## src/rtl/bus_err_axi_tap.sv

```systemverilog
// bus_err_axi_tap
// Passive AXI4 snoop feeding the bus error unit. It never drives ready; it
// only watches handshakes and re-emits them, registered, as error-unit events.
//
// Request side (latency 1):
//   port 0 <- AR handshake, req_hs_valid_o[0] = 2'b01
//   port 1 <- AW handshake, req_hs_valid_o[1] = 2'b10
//   req_addr_o / req_meta_o hold the last handshaken value of each port.
// Response side (latency 1, at most one event per cycle):
//   R always wins and is never buffered. A B response that collides with R,
//   or that arrives while older B responses are waiting, goes into a small
//   FIFO. Buffered B responses drain whenever no R is present.
//   b_pending_o  : FIFO occupancy after this cycle's push/pop
//   overflow_o   : sticky, set when a B response had to be dropped
//
// Ports: clk_i, rst_ni (async, active low), AXI AR/AW/R/B observation
// inputs, request event outputs (2 ports), response event outputs.

// Per-port request capture: one-cycle pulse plus held address/metadata.
module bus_err_axi_tap_req_port #(
  parameter int unsigned AddrWidth     = 48,
  parameter int unsigned MetaDataWidth = 1,
  parameter logic [1:0]  ChanOh        = 2'b01
) (
  input  logic                     clk_i,
  input  logic                     rst_ni,
  input  logic                     hs_i,
  input  logic [AddrWidth-1:0]     addr_i,
  input  logic [MetaDataWidth-1:0] meta_i,
  output logic [1:0]               hs_valid_o,
  output logic [AddrWidth-1:0]     addr_o,
  output logic [MetaDataWidth-1:0] meta_o
);
  always_ff @(posedge clk_i or negedge rst_ni) begin
    if (!rst_ni) begin
      hs_valid_o <= '0;
      addr_o     <= '0;
      meta_o     <= '0;
    end else begin
      hs_valid_o <= hs_i ? ChanOh : 2'b00;
      if (hs_i) begin
        addr_o <= addr_i;
        meta_o <= meta_i;
      end
    end
  end
endmodule

module bus_err_axi_tap #(
  parameter int unsigned AddrWidth     = 48,
  parameter int unsigned MetaDataWidth = 1,
  parameter int unsigned ErrBits       = 3,
  parameter int unsigned BufDepth      = 4,
  localparam int unsigned CntW         = $clog2(BufDepth + 1)
) (
  input  logic                                clk_i,
  input  logic                                rst_ni,
  input  logic                                ar_valid_i,
  input  logic                                ar_ready_i,
  input  logic [AddrWidth-1:0]                ar_addr_i,
  input  logic [MetaDataWidth-1:0]            ar_meta_i,
  input  logic                                aw_valid_i,
  input  logic                                aw_ready_i,
  input  logic [AddrWidth-1:0]                aw_addr_i,
  input  logic [MetaDataWidth-1:0]            aw_meta_i,
  input  logic                                r_valid_i,
  input  logic                                r_ready_i,
  input  logic                                r_last_i,
  input  logic [1:0]                          r_resp_i,
  input  logic                                b_valid_i,
  input  logic                                b_ready_i,
  input  logic [1:0]                          b_resp_i,
  output logic [1:0][1:0]                     req_hs_valid_o,
  output logic [1:0][AddrWidth-1:0]           req_addr_o,
  output logic [1:0][MetaDataWidth-1:0]       req_meta_o,
  output logic [1:0]                          rsp_hs_valid_o,
  output logic [1:0]                          rsp_burst_last_o,
  output logic [ErrBits-1:0]                  rsp_err_o,
  output logic [CntW-1:0]                     b_pending_o,
  output logic                                overflow_o
);
  localparam int unsigned PtrW = (BufDepth > 1) ? $clog2(BufDepth) : 1;

  typedef struct packed {
    logic [1:0]         vld;
    logic [1:0]         last;
    logic [ErrBits-1:0] err;
  } rsp_t;

  // ---------------- request path ----------------
  logic [1:0]                     req_hs;
  logic [1:0][AddrWidth-1:0]      req_addr_in;
  logic [1:0][MetaDataWidth-1:0]  req_meta_in;

  assign req_hs      = {aw_valid_i & aw_ready_i, ar_valid_i & ar_ready_i};
  assign req_addr_in = {aw_addr_i, ar_addr_i};
  assign req_meta_in = {aw_meta_i, ar_meta_i};

  for (genvar g = 0; g < 2; g++) begin : g_req
    bus_err_axi_tap_req_port #(
      .AddrWidth     (AddrWidth),
      .MetaDataWidth (MetaDataWidth),
      .ChanOh        (2'(1 << g))
    ) u_port (
      .clk_i      (clk_i),
      .rst_ni     (rst_ni),
      .hs_i       (req_hs[g]),
      .addr_i     (req_addr_in[g]),
      .meta_i     (req_meta_in[g]),
      .hs_valid_o (req_hs_valid_o[g]),
      .addr_o     (req_addr_o[g]),
      .meta_o     (req_meta_o[g])
    );
  end

  // ---------------- response path ----------------
  logic r_hs, b_hs;
  assign r_hs = r_valid_i & r_ready_i;
  assign b_hs = b_valid_i & b_ready_i;

  logic [1:0]      b_mem [BufDepth];
  logic [PtrW-1:0] rd_ptr, wr_ptr;
  logic [CntW-1:0] cnt;
  logic            ovf_q;

  logic empty, full, pop, push_req, push, drop;

  assign empty    = (cnt == '0);
  assign full     = (cnt == CntW'(BufDepth));
  // Buffer head drains only in cycles without R.
  assign pop      = ~r_hs & ~empty;
  // B must queue if R owns the output this cycle or older B's are waiting;
  // otherwise it bypasses the buffer.
  assign push_req = b_hs & (r_hs | ~empty);
  // A full buffer still accepts when its head leaves in the same cycle.
  assign push     = push_req & (~full | pop);
  assign drop     = push_req & full & ~pop;

  function automatic logic [PtrW-1:0] ptr_inc(input logic [PtrW-1:0] p);
    return (p == PtrW'(BufDepth - 1)) ? '0 : p + 1'b1;
  endfunction

  always_ff @(posedge clk_i or negedge rst_ni) begin
    if (!rst_ni) begin
      rd_ptr <= '0;
      wr_ptr <= '0;
      cnt    <= '0;
      ovf_q  <= 1'b0;
    end else begin
      if (push) wr_ptr <= ptr_inc(wr_ptr);
      if (pop)  rd_ptr <= ptr_inc(rd_ptr);
      case ({push, pop})
        2'b10:   cnt <= cnt + CntW'(1);
        2'b01:   cnt <= cnt - CntW'(1);
        default: cnt <= cnt;
      endcase
      if (drop) ovf_q <= 1'b1;
    end
  end

  // Storage carries no reset; the pointers/count define what is valid.
  always_ff @(posedge clk_i) begin
    if (push) b_mem[wr_ptr] <= b_resp_i;
  end

  rsp_t rsp_d, rsp_q;

  always_comb begin
    rsp_d = '0;
    if (r_hs) begin
      rsp_d.vld  = 2'b01;
      rsp_d.last = {1'b0, r_last_i};
      rsp_d.err  = ErrBits'(r_resp_i);
    end else if (!empty) begin
      rsp_d.vld  = 2'b10;
      rsp_d.last = 2'b10;
      rsp_d.err  = ErrBits'(b_mem[rd_ptr]);
    end else if (b_hs) begin
      rsp_d.vld  = 2'b10;
      rsp_d.last = 2'b10;
      rsp_d.err  = ErrBits'(b_resp_i);
    end
  end

  always_ff @(posedge clk_i or negedge rst_ni) begin
    if (!rst_ni) rsp_q <= '0;
    else         rsp_q <= rsp_d;
  end

  assign rsp_hs_valid_o   = rsp_q.vld;
  assign rsp_burst_last_o = rsp_q.last;
  assign rsp_err_o        = rsp_q.err;
  assign b_pending_o      = cnt;
  assign overflow_o       = ovf_q;

endmodule

```

## config.mk

```make
export PLATFORM = sky130hd
export DESIGN_NAME = bus_err_axi_tap
export DESIGN_NICKNAME = d
export VERILOG_FILES = /design/src/rtl/bus_err_axi_tap.sv
export SDC_FILE = /design/constraint.sdc
export NUM_CORES = 1
export LEC_CHECK = 0
export CAP_MARGIN = 20
export CORE_UTILIZATION = 41
export DETAILED_ROUTE_END_ITERATION = 12
export PLACE_DENSITY = 0.81
export SLEW_MARGIN = 10
export SYNTH_ARGS = -nofsm -noshare
export SYNTH_HDL_FRONTEND = slang
export SYNTH_SLANG_ARGS = --single-unit
```

## constraint.sdc

```tcl
create_clock -name clk_i -period 2.68 [get_ports clk_i]
set_input_delay 0.268 -clock clk_i [delete_from_list [all_inputs] [get_ports clk_i]]
set_output_delay 0.268 -clock clk_i [all_outputs]
set_load 0.02 [all_outputs]
```

==> results.yml <==
clock_tree:
  cts_buffer_depth: 2
  cts_max_level: 4
  clock-sinks: 121
  numCtsBuffers: 17
  post_cts_buffers: 0
  insertion_delay_ns: 0.41
  clk_root_buffer_cell: "clkbuf_16"
  cts_tree: "yes"
  clk_pin_slew_ns: 0.05
min_path:
  min_to: "rsp_burst_last_o[0]$_DFF_PN0_"
  min_path_cells: 2
  hp-class: "input pin to flop"
  hold_start: "r_last_i"
timing:
  max_freq_mhz: 476.5
  slew_violations: 0
  hold_viol: 0
  fin_ws_ns: 0.5813
  tightestPinTransition_ns: 0.6973
  fin_setup_tns_ns: 0
  layout_min_cycle_time_ns: 2.099
  slew_headroom: 0.5351
  finClkSkew_ns: 0.005309
  rsz0062_at_grt: "no"
  post-route-period-util: 0.7831
  setup_violations: 0
drt:
  routed_wl_microns: 11500
  vias: 3298
  avgViaCountPerCell: 4.850
  wl_per_cell_microns: 16.90
  drc: 0
  dr.pass1.iters: 4
  drt_iter0_drc: 86
  ant_nets: 0
setup_path:
  end_kind: "flop"
  required_ns: 3.01
  reg2reg_from: "b_pending_o[0]$_DFFE_PN0P_"
  r2r-end: "b_pending_o[2]$_DFFE_PN0P_"
  r2r_slack_ns: 0.58
  arrival_ns: 2.43
  path_max_fanout: 9
  worst_setup_path_start_kind: "flop"
  r2r_cells: 7
  crit_type: "flop to flop"
synthesis:
  avgSynthCellArea_sq_um: 15.86
  synthDistinctLibCells: 34
  synth_edf_count: 8
  synth_warnings: 0
  synthCells: 297
  synthesis.area_sq_um: 4711
  ys_seq_area_frac: 0.6513
  async_flop_share: 0.9339
  ys_seq_elements: 121
  ys.flop_type: "dfrtp_1"
final_layout:
  drive_above_1_share: 0.2537
  area_growth_pct: 61.86
  final_nets: 648
  n_antenna_cell: 0
floorplan:
  core_area_sq_um: 11030
  rows: 38
  dieArea_sq_um: 11920
  die_w_microns: 109.2
  dieHeight_microns: 109.2
  ios: 226
  start_util: 0.4271
run_status:
  run_status: "complete, no violations"
global_routing:
  grt_pass1_wl_microns: 17600
  grtUsageTotal: 0.2028
  grt_max_degree: 54
  overflow: 0
  grt_pass1_vias: 3526
  antenna_found_initial: 0
place:
  dp_hpwl_microns: 8411
  port_buffers: 222
  post-place-ws_ns: 0.4682
  gp_congestion: 0.8113
pwr:
  p_leak_nw: 3.197
  peakVddDrop_uv: 554.9
  power.density_nw_per_um2: 810.2
  power_mw: 6.178
flow_run:
  cap_violations: 0
==> critical path, stage by stage, from the launching register on <==
cell and delay, ns:
dfrtp_1 0.47, or3_4 0.42, nand2_2 0.11, nor2_1 0.06, fa_1 0.45, nor4_1 0.31, a211oi_1 0.09, a21oi_1 0.11
==> layout by cell type (no fill, tap or decap), types with 3 or more instances in the layout <==
cell,netlist,layout
nand2_2,2,4
buf_4,6,3
edfxtp_1,8,8
nor2_1,6,6
nor3_1,3,3
ha_1,5,5
a21oi_1,4,4
clkbuf_1,0,5
nand2_1,7,5
and2_1,5,5
dfrtp_1,113,113
clkdlybuf4s50_1,0,221
inv_1,5,5
clkbuf_8,0,5
mux2_2,98,98
clkinv_2,0,3
buf_12,0,3
clkbuf_16,0,17
conb_1,1,3
==> power breakdown <==
part           switching (mW)  internal (mW)  total (mW)  leakage [nW]
Sequential              0.216           2.17        2.38          1.41
Combinational           0.819          0.966        1.79          1.53
Clock                   0.725           1.29        2.01         0.263
Total                    1.76           4.42        6.18          3.20
==> timing repair <==
item / 4_1_cts / 5_1_grt
setup endpoints to repair: 0 / 0
endpoints found under the hold margin: 51 / 0
hold buffers: 1 / 0
resized for setup: 0 / 0
==> sequential cells by signal, summed over array words and instances, names as in the netlist <==
name and count:
g_req.u_port.meta_o 2, b_pending_o 3, wr_ptr 2, rd_ptr 2, b_mem 8, rsp_burst_last_o 2
rsp_hs_valid_o 1, g_req.u_port.hs_valid_o 2, g_req.u_port.addr_o 96, rsp_err_o 2, overflow_o 1
==> cells by family (layout without fill, tap and decap cells) <==
logic type,after synthesis,after routing,share of synthesized area
buffers and inverters,22,263,0.02656
muxes,102,102,0.2483
DFF,121,121,0.6513
other,1,3,0.0007960
adders and majority gates,6,6,0.01753
and+or+nand+nor,28,28,0.03108
AOI/OAI and AO/OA,15,15,0.02072
xor gates and xnor gates,2,2,0.003719
==> Yosys cell counts, types with 2 or more instances <==
library cell  number  area (sq um)
a21oi_1            4         20.02
mux4_2             2         45.04
xnor2_1            2         17.52
ha_1               5         62.56
and2_1             5         31.28
a31oi_1            2         12.51
buf_4              6         45.04
nand2_1            7         26.28
nand2_2            2         12.51
nor3_1             3         15.01
inv_1              5         18.77
mux2_2            98          1104
o22ai_1            2         12.51
nor2_1             6         22.52
dfrtp_1          113          2828
buf_2             10         50.05
edfxtp_1           8         240.2
==> worst max path at each step <==
stage,from,to,slack [ns]
floorplan,b_pending_o[0]$_DFFE_PN0P_,b_pending_o[2]$_DFFE_PN0P_,0.66
global placement,b_valid_i,b_pending_o[2]$_DFFE_PN0P_,0.53
detailed placement,b_valid_i,b_pending_o[2]$_DFFE_PN0P_,0.47
CTS,b_pending_o[0]$_DFFE_PN0P_,b_pending_o[2]$_DFFE_PN0P_,0.60
global route,b_pending_o[0]$_DFFE_PN0P_,b_pending_o[2]$_DFFE_PN0P_,0.49
finish,b_pending_o[0]$_DFFE_PN0P_,b_pending_o[2]$_DFFE_PN0P_,0.58
==> cell type report <==
type	count	area, sq um
Tap cell	140	175.2
Clock buffer	27	513.0
Fill cell	777	3406
Multi-Input combinational cell	156	1530
Sequential cell	121	3068
Inverter	5	18.77
Timing Repair Buffer	228	2305
Clock inverter	3	15.01
==> per-stage QoR <==
step | std cells | util | hold WS [ns] | area [sq um]
3_3_place_gp | 649 | 0.6425 | 0.3524 | 7087
6_report | 680 | 0.6912 | 0.4350 | 7625
4_1_cts | 680 | 0.6912 | 0.4202 | 7625
2_1_floorplan | 299 | - | -0.02759 | 4718
5_1_grt | 680 | 0.6912 | 0.4495 | 7625
3_5_place_dp | 649 | 0.6425 | 0.3735 | 7087
==> per-layer routing <==
layer  GRT usage  up-vias  part of all wire
li1            -     1509                 -
met3     0.08906       19              0.11
met4     0.08762        0             0.019
met1      0.2220     1601              0.37
met2      0.3410      169              0.50
met5           0        -                 0
Power figures use the tool's default switching activity.
==> patch 1: new RTL, same settings <==
The parameter `BufDepth` goes from 4 to 16.
--- a/src/rtl/bus_err_axi_tap.sv
+++ b/src/rtl/bus_err_axi_tap.sv
@@ -50,7 +50,7 @@
   parameter int unsigned AddrWidth     = 48,
   parameter int unsigned MetaDataWidth = 1,
   parameter int unsigned ErrBits       = 3,
-  parameter int unsigned BufDepth      = 4,
+  parameter int unsigned BufDepth      = 16,
   localparam int unsigned CntW         = $clog2(BufDepth + 1)
 ) (
   input  logic                                clk_i,
Interface: changed (resized b_pending_o); port bits go from 226 to 228. The function was not compared with the original's and may differ.
==> patch 1 against the original RTL <==
  * Setup slack got worse by 0.64 ns
  * Global-route usage shrank 1.6 points
  * Cell area rose by 22%
  * The run now ends with setup timing left
  * Synthesized area grew 29%
  * Count of clock-buffer cells in the layout decreased by 7
  * Total power is 29% higher
  * Clock power is 24% higher
  * Critical path depth increased by 5
  * Routed wire length rose by 26%
  * Sequential cell count is 30 higher
==> patch 1: results (changes against the original RTL) <==
Placed design
  • Gpl congestion: 0.775 (-4.5%)
  • I/O Buffers: 224 (+0.90%)

Critical path
  • CP Launch Point: b_pending_o[2]$_DFFE_PN0P_
  • Reg2Reg Depth: 12 (+5)
  • Max stage delay on crit path: 0.56 ns (+0.09 ns)

CTS
  • Post-CTS Setup Inserts: 1 (+1)
  • CTS clock-pin slew for the worst setup and hold paths: 0.07 ns (+0.02 ns)

Cells and area
  • Layout cells sized above 1: 0.278 (+0.0238)
  • Multi-input logic area: 2060 um2 (+35%)
  • Layout Nets: 753 (+16%)
  • Fill count: 1030 (+33%)

Global route
  • Total GRT Usage: 0.187 (-0.0162)
  • First-pass GRT wire length: 21000 um (+20%)

Route
  • DR WL met2: 7810 um (+36%)
  • DR WL met3: 996 um (-19%)
  • Initial DRC Count: 132 (+53%)

Power
  • P_seq: 3.05 mW (+28%)
  • Net switching power: 2.37 mW (+35%)
  • Design Power: 7.99 mW (+29%)
  • VDD IR max: 0.422 mV (-24%)
  • Clk power: 2.50 mW (+24%)

Yosys
  • Number of synthesized flops with an enable pin: 32 (+24)
  • Adder and majority gate portion of the synthesized area: 0.0164 (-0.00112)
  • Seq/Total Area, Yosys: 0.646 (-0.00539)
  • Compound-Gate Fraction of Synth Area: 0.0291 (+0.00842)
  • Synth top cells by count: dfrtp_1, mux2_2, edfxtp_1

Outcome
  • Failing checks: setup timing
  • Status: finished with violations

Timing
  • Setup ws final: -0.0605 ns (-0.642 ns)
  • Final setup fails: 1 (+1)
  • Final Hold Slack: 0.389 ns (-0.0464 ns)
-- patch 1: changes by cell type in the layout (fill, tap and decap cells not counted), moves of 4 or more --
cell / delta
edfxtp_1: +24
nor3_1: +5
and2_1: -5
buf_4: +11
nor2_1: +8
clkbuf_1: -4
mux4_2: +6
nand3_1: +4
nand2_1: +9
xor2_1: +5
clkbuf_8: -4
-- patch 1: final cells by class --
cell class / count / share of cell area
clock buffer: 20 / 0.0502
clock inverter: 12 / 0.0173
inverter: 7 / 0.00309
multi-input combinational: 212 / 0.221
sequential: 151 / 0.423
tap: 184 / 0.0247
timing repair buffer: 243 / 0.261
-- patch 1: through the flow --
stage / setup WS [ns] / TNS (ns) / std cells
after global routing: -0.146 / -0.165 / 829
final: -0.0605 / -0.0605 / 829
after global placement: -0.00800 / -0.00800 / 795
after CTS: -0.0243 / -0.0243 / 829
after floorplan: -0.430 / -0.615 / 396
after detailed placement: -0.155 / -0.155 / 795
==> patch 2: new RTL, config.mk and constraints unchanged <==
Made on the original files. Reset style: synchronous (`rst_ni`), changed in 3 clocked blocks. Comments in the files are not updated.
--- a/src/rtl/bus_err_axi_tap.sv
+++ b/src/rtl/bus_err_axi_tap.sv
@@ -31,7 +31,7 @@
   output logic [AddrWidth-1:0]     addr_o,
   output logic [MetaDataWidth-1:0] meta_o
 );
-  always_ff @(posedge clk_i or negedge rst_ni) begin
+  always_ff @(posedge clk_i) begin
     if (!rst_ni) begin
       hs_valid_o <= '0;
       addr_o     <= '0;
@@ -140,7 +140,7 @@
     return (p == PtrW'(BufDepth - 1)) ? '0 : p + 1'b1;
   endfunction
 
-  always_ff @(posedge clk_i or negedge rst_ni) begin
+  always_ff @(posedge clk_i) begin
     if (!rst_ni) begin
       rd_ptr <= '0;
       wr_ptr <= '0;
@@ -182,7 +182,7 @@
     end
   end
 
-  always_ff @(posedge clk_i or negedge rst_ni) begin
+  always_ff @(posedge clk_i) begin
     if (!rst_ni) rsp_q <= '0;
     else         rsp_q <= rsp_d;
   end
Check against the original RTL: differs if rst_ni is asserted again (counterexample within 4 cycles, from zero or initial values and one cycle with rst_ni low); with rst_ni held inactive, the same outputs for 10 cycles.
==> patch 2 against the original RTL <==
  * Cell count is 31% higher
  * Sequential cell count up 2
  * Clock power is 14% higher
  * Total power is 13% lower
  * Routed wire length rose by 9.7%
  * Utilization up 1.1 points
  * Sequential share of layout area is 5.8 points lower
  * Via count increased by 32%
  * Cell area down 3.3%
  * Setup slack got worse by 0.25 ns
  * Synthesized area decreased by 4.1%
  * Sequential power down 13%
  * Critical endpoint is now b_pending_o[2]$_SDFFE_PN0P_
==> patch 2: results (changes against the original RTL) <==
Critical path
  • Worst path arrival time: 2.77 ns (+0.34 ns)
  • Max stage delay on crit path: 0.39 ns (-0.08 ns)
  • Slowest cell on the critical path: fa_1
  • Crit path to: b_pending_o[2]$_SDFFE_PN0P_
  • Reg2Reg Depth: 9 (+2)
  • Worst R2R End: b_pending_o[2]$_SDFFE_PN0P_
  • Peak fanout along the critical path: 6 (-3)

Placed design
  • Pre-CTS setup slack: 0.0930 ns (-0.375 ns)
  • Post-detail-place hpwl: 9030 um (+7.3%)
  • DP Area: 6770 um2 (-4.4%)

Yosys
  • Compound-Gate Fraction of Synth Area: 0.140 (+0.119)
  • Synth top cells by count: nand2_1, dfxtp_1, a21oi_1
  • Number of synthesized flops with an enable pin: 8 (unchanged)
  • Adder and majority gate portion of the synthesized area: 0.0210 (+0.00352)
  • Synth async-reset ratio: 0 (-0.934)
  • Post-synthesis xor/xnor area fraction: 0.00388 (+0.000159)
  • Post-synthesis mux area share: 0.00997 (-0.238)
  • Synth area leaders: dfxtp_1, nand2_1, a21oi_1, edfxtp_1, clkbuf_1
  • Leading area contributor after synthesis: dfxtp_1

Route
  • Final WL: 12600 um (+9.7%)
  • Initial DRC Count: 234 (+170%)
  • Via density: 4.87 (+0.46%)

Cells and area
  • Fill count: 796 (+2.4%)
  • NonClk Buf Share: 0.309 (+0.00686)
  • Layout cells sized above 1: 0.0580 (-0.196)
  • Non-clk invs: 7 (+2)
  • Clk tree area frac: 0.0814 (+0.0122)

Power
  • VDD IR max: 0.379 mV (-32%)

CTS
  • Worst skew pair latency: 0.50 ns (+0.09 ns)
  • Sink Count: 123 (+1.7%)

Die
  • Total core area: 10500 um2 (-4.7%)

Global route
  • Vias in the first global route: 4141 (+17%)
  • Largest net degree at the start of global routing: 51 (-5.6%)
  • Total GRT Usage: 0.217 (+0.0137)
  • First-pass GRT wire length: 19300 um (+9.8%)

Timing
  • Clock skew: 0.00512 ns (-0.000189 ns)
  • Setup ws final: 0.332 ns (-0.249 ns)
  • Tightest Pin Transition: 0.905 ns (+0.208 ns)

Outcome
  • Status: complete, no violations

Hold path
  • Min-Delay Endpoint: g_req[1].u_port.addr_o[27]$_SDFFE_PN0P_
  • Worst hold stages: 3 (+1)
## patch 2: cell types whose count changed in the layout (fill, tap and decap cells not counted), sizes merged, moves of 4 or more
cell | unedited run | this run
o21ai | 1 | 5
dfxtp | 0 | 115
dfrtp | 113 | 0
mux2 | 99 | 0
nand2 | 9 | 204
nand3 | 0 | 4
a21oi | 4 | 105
## patch 2: routing by layer
layer | up-vias | part of all wire | GRT usage
li1 | 2166 | - | -
met5 | - | 0 | 0
met1 | 1979 | 0.40 | 0.230
met4 | 0 | 0.014 | 0.0744
met3 | 16 | 0.11 | 0.0973
met2 | 195 | 0.48 | 0.379
## patch 2: through the flow
stage,hold slack (ns),util,std cells
floorplan,0.367,-,541
detailed placement,0.446,0.645,864
CTS,0.284,0.702,894
global route,0.300,0.702,894
finish,0.307,0.702,894
global placement,0.440,0.645,864
## patch 2: report_power, final
part           internal (mW)  switching (mW)
Sequential              1.98          0.0991
Combinational          0.498           0.505
Clock                   1.53           0.764
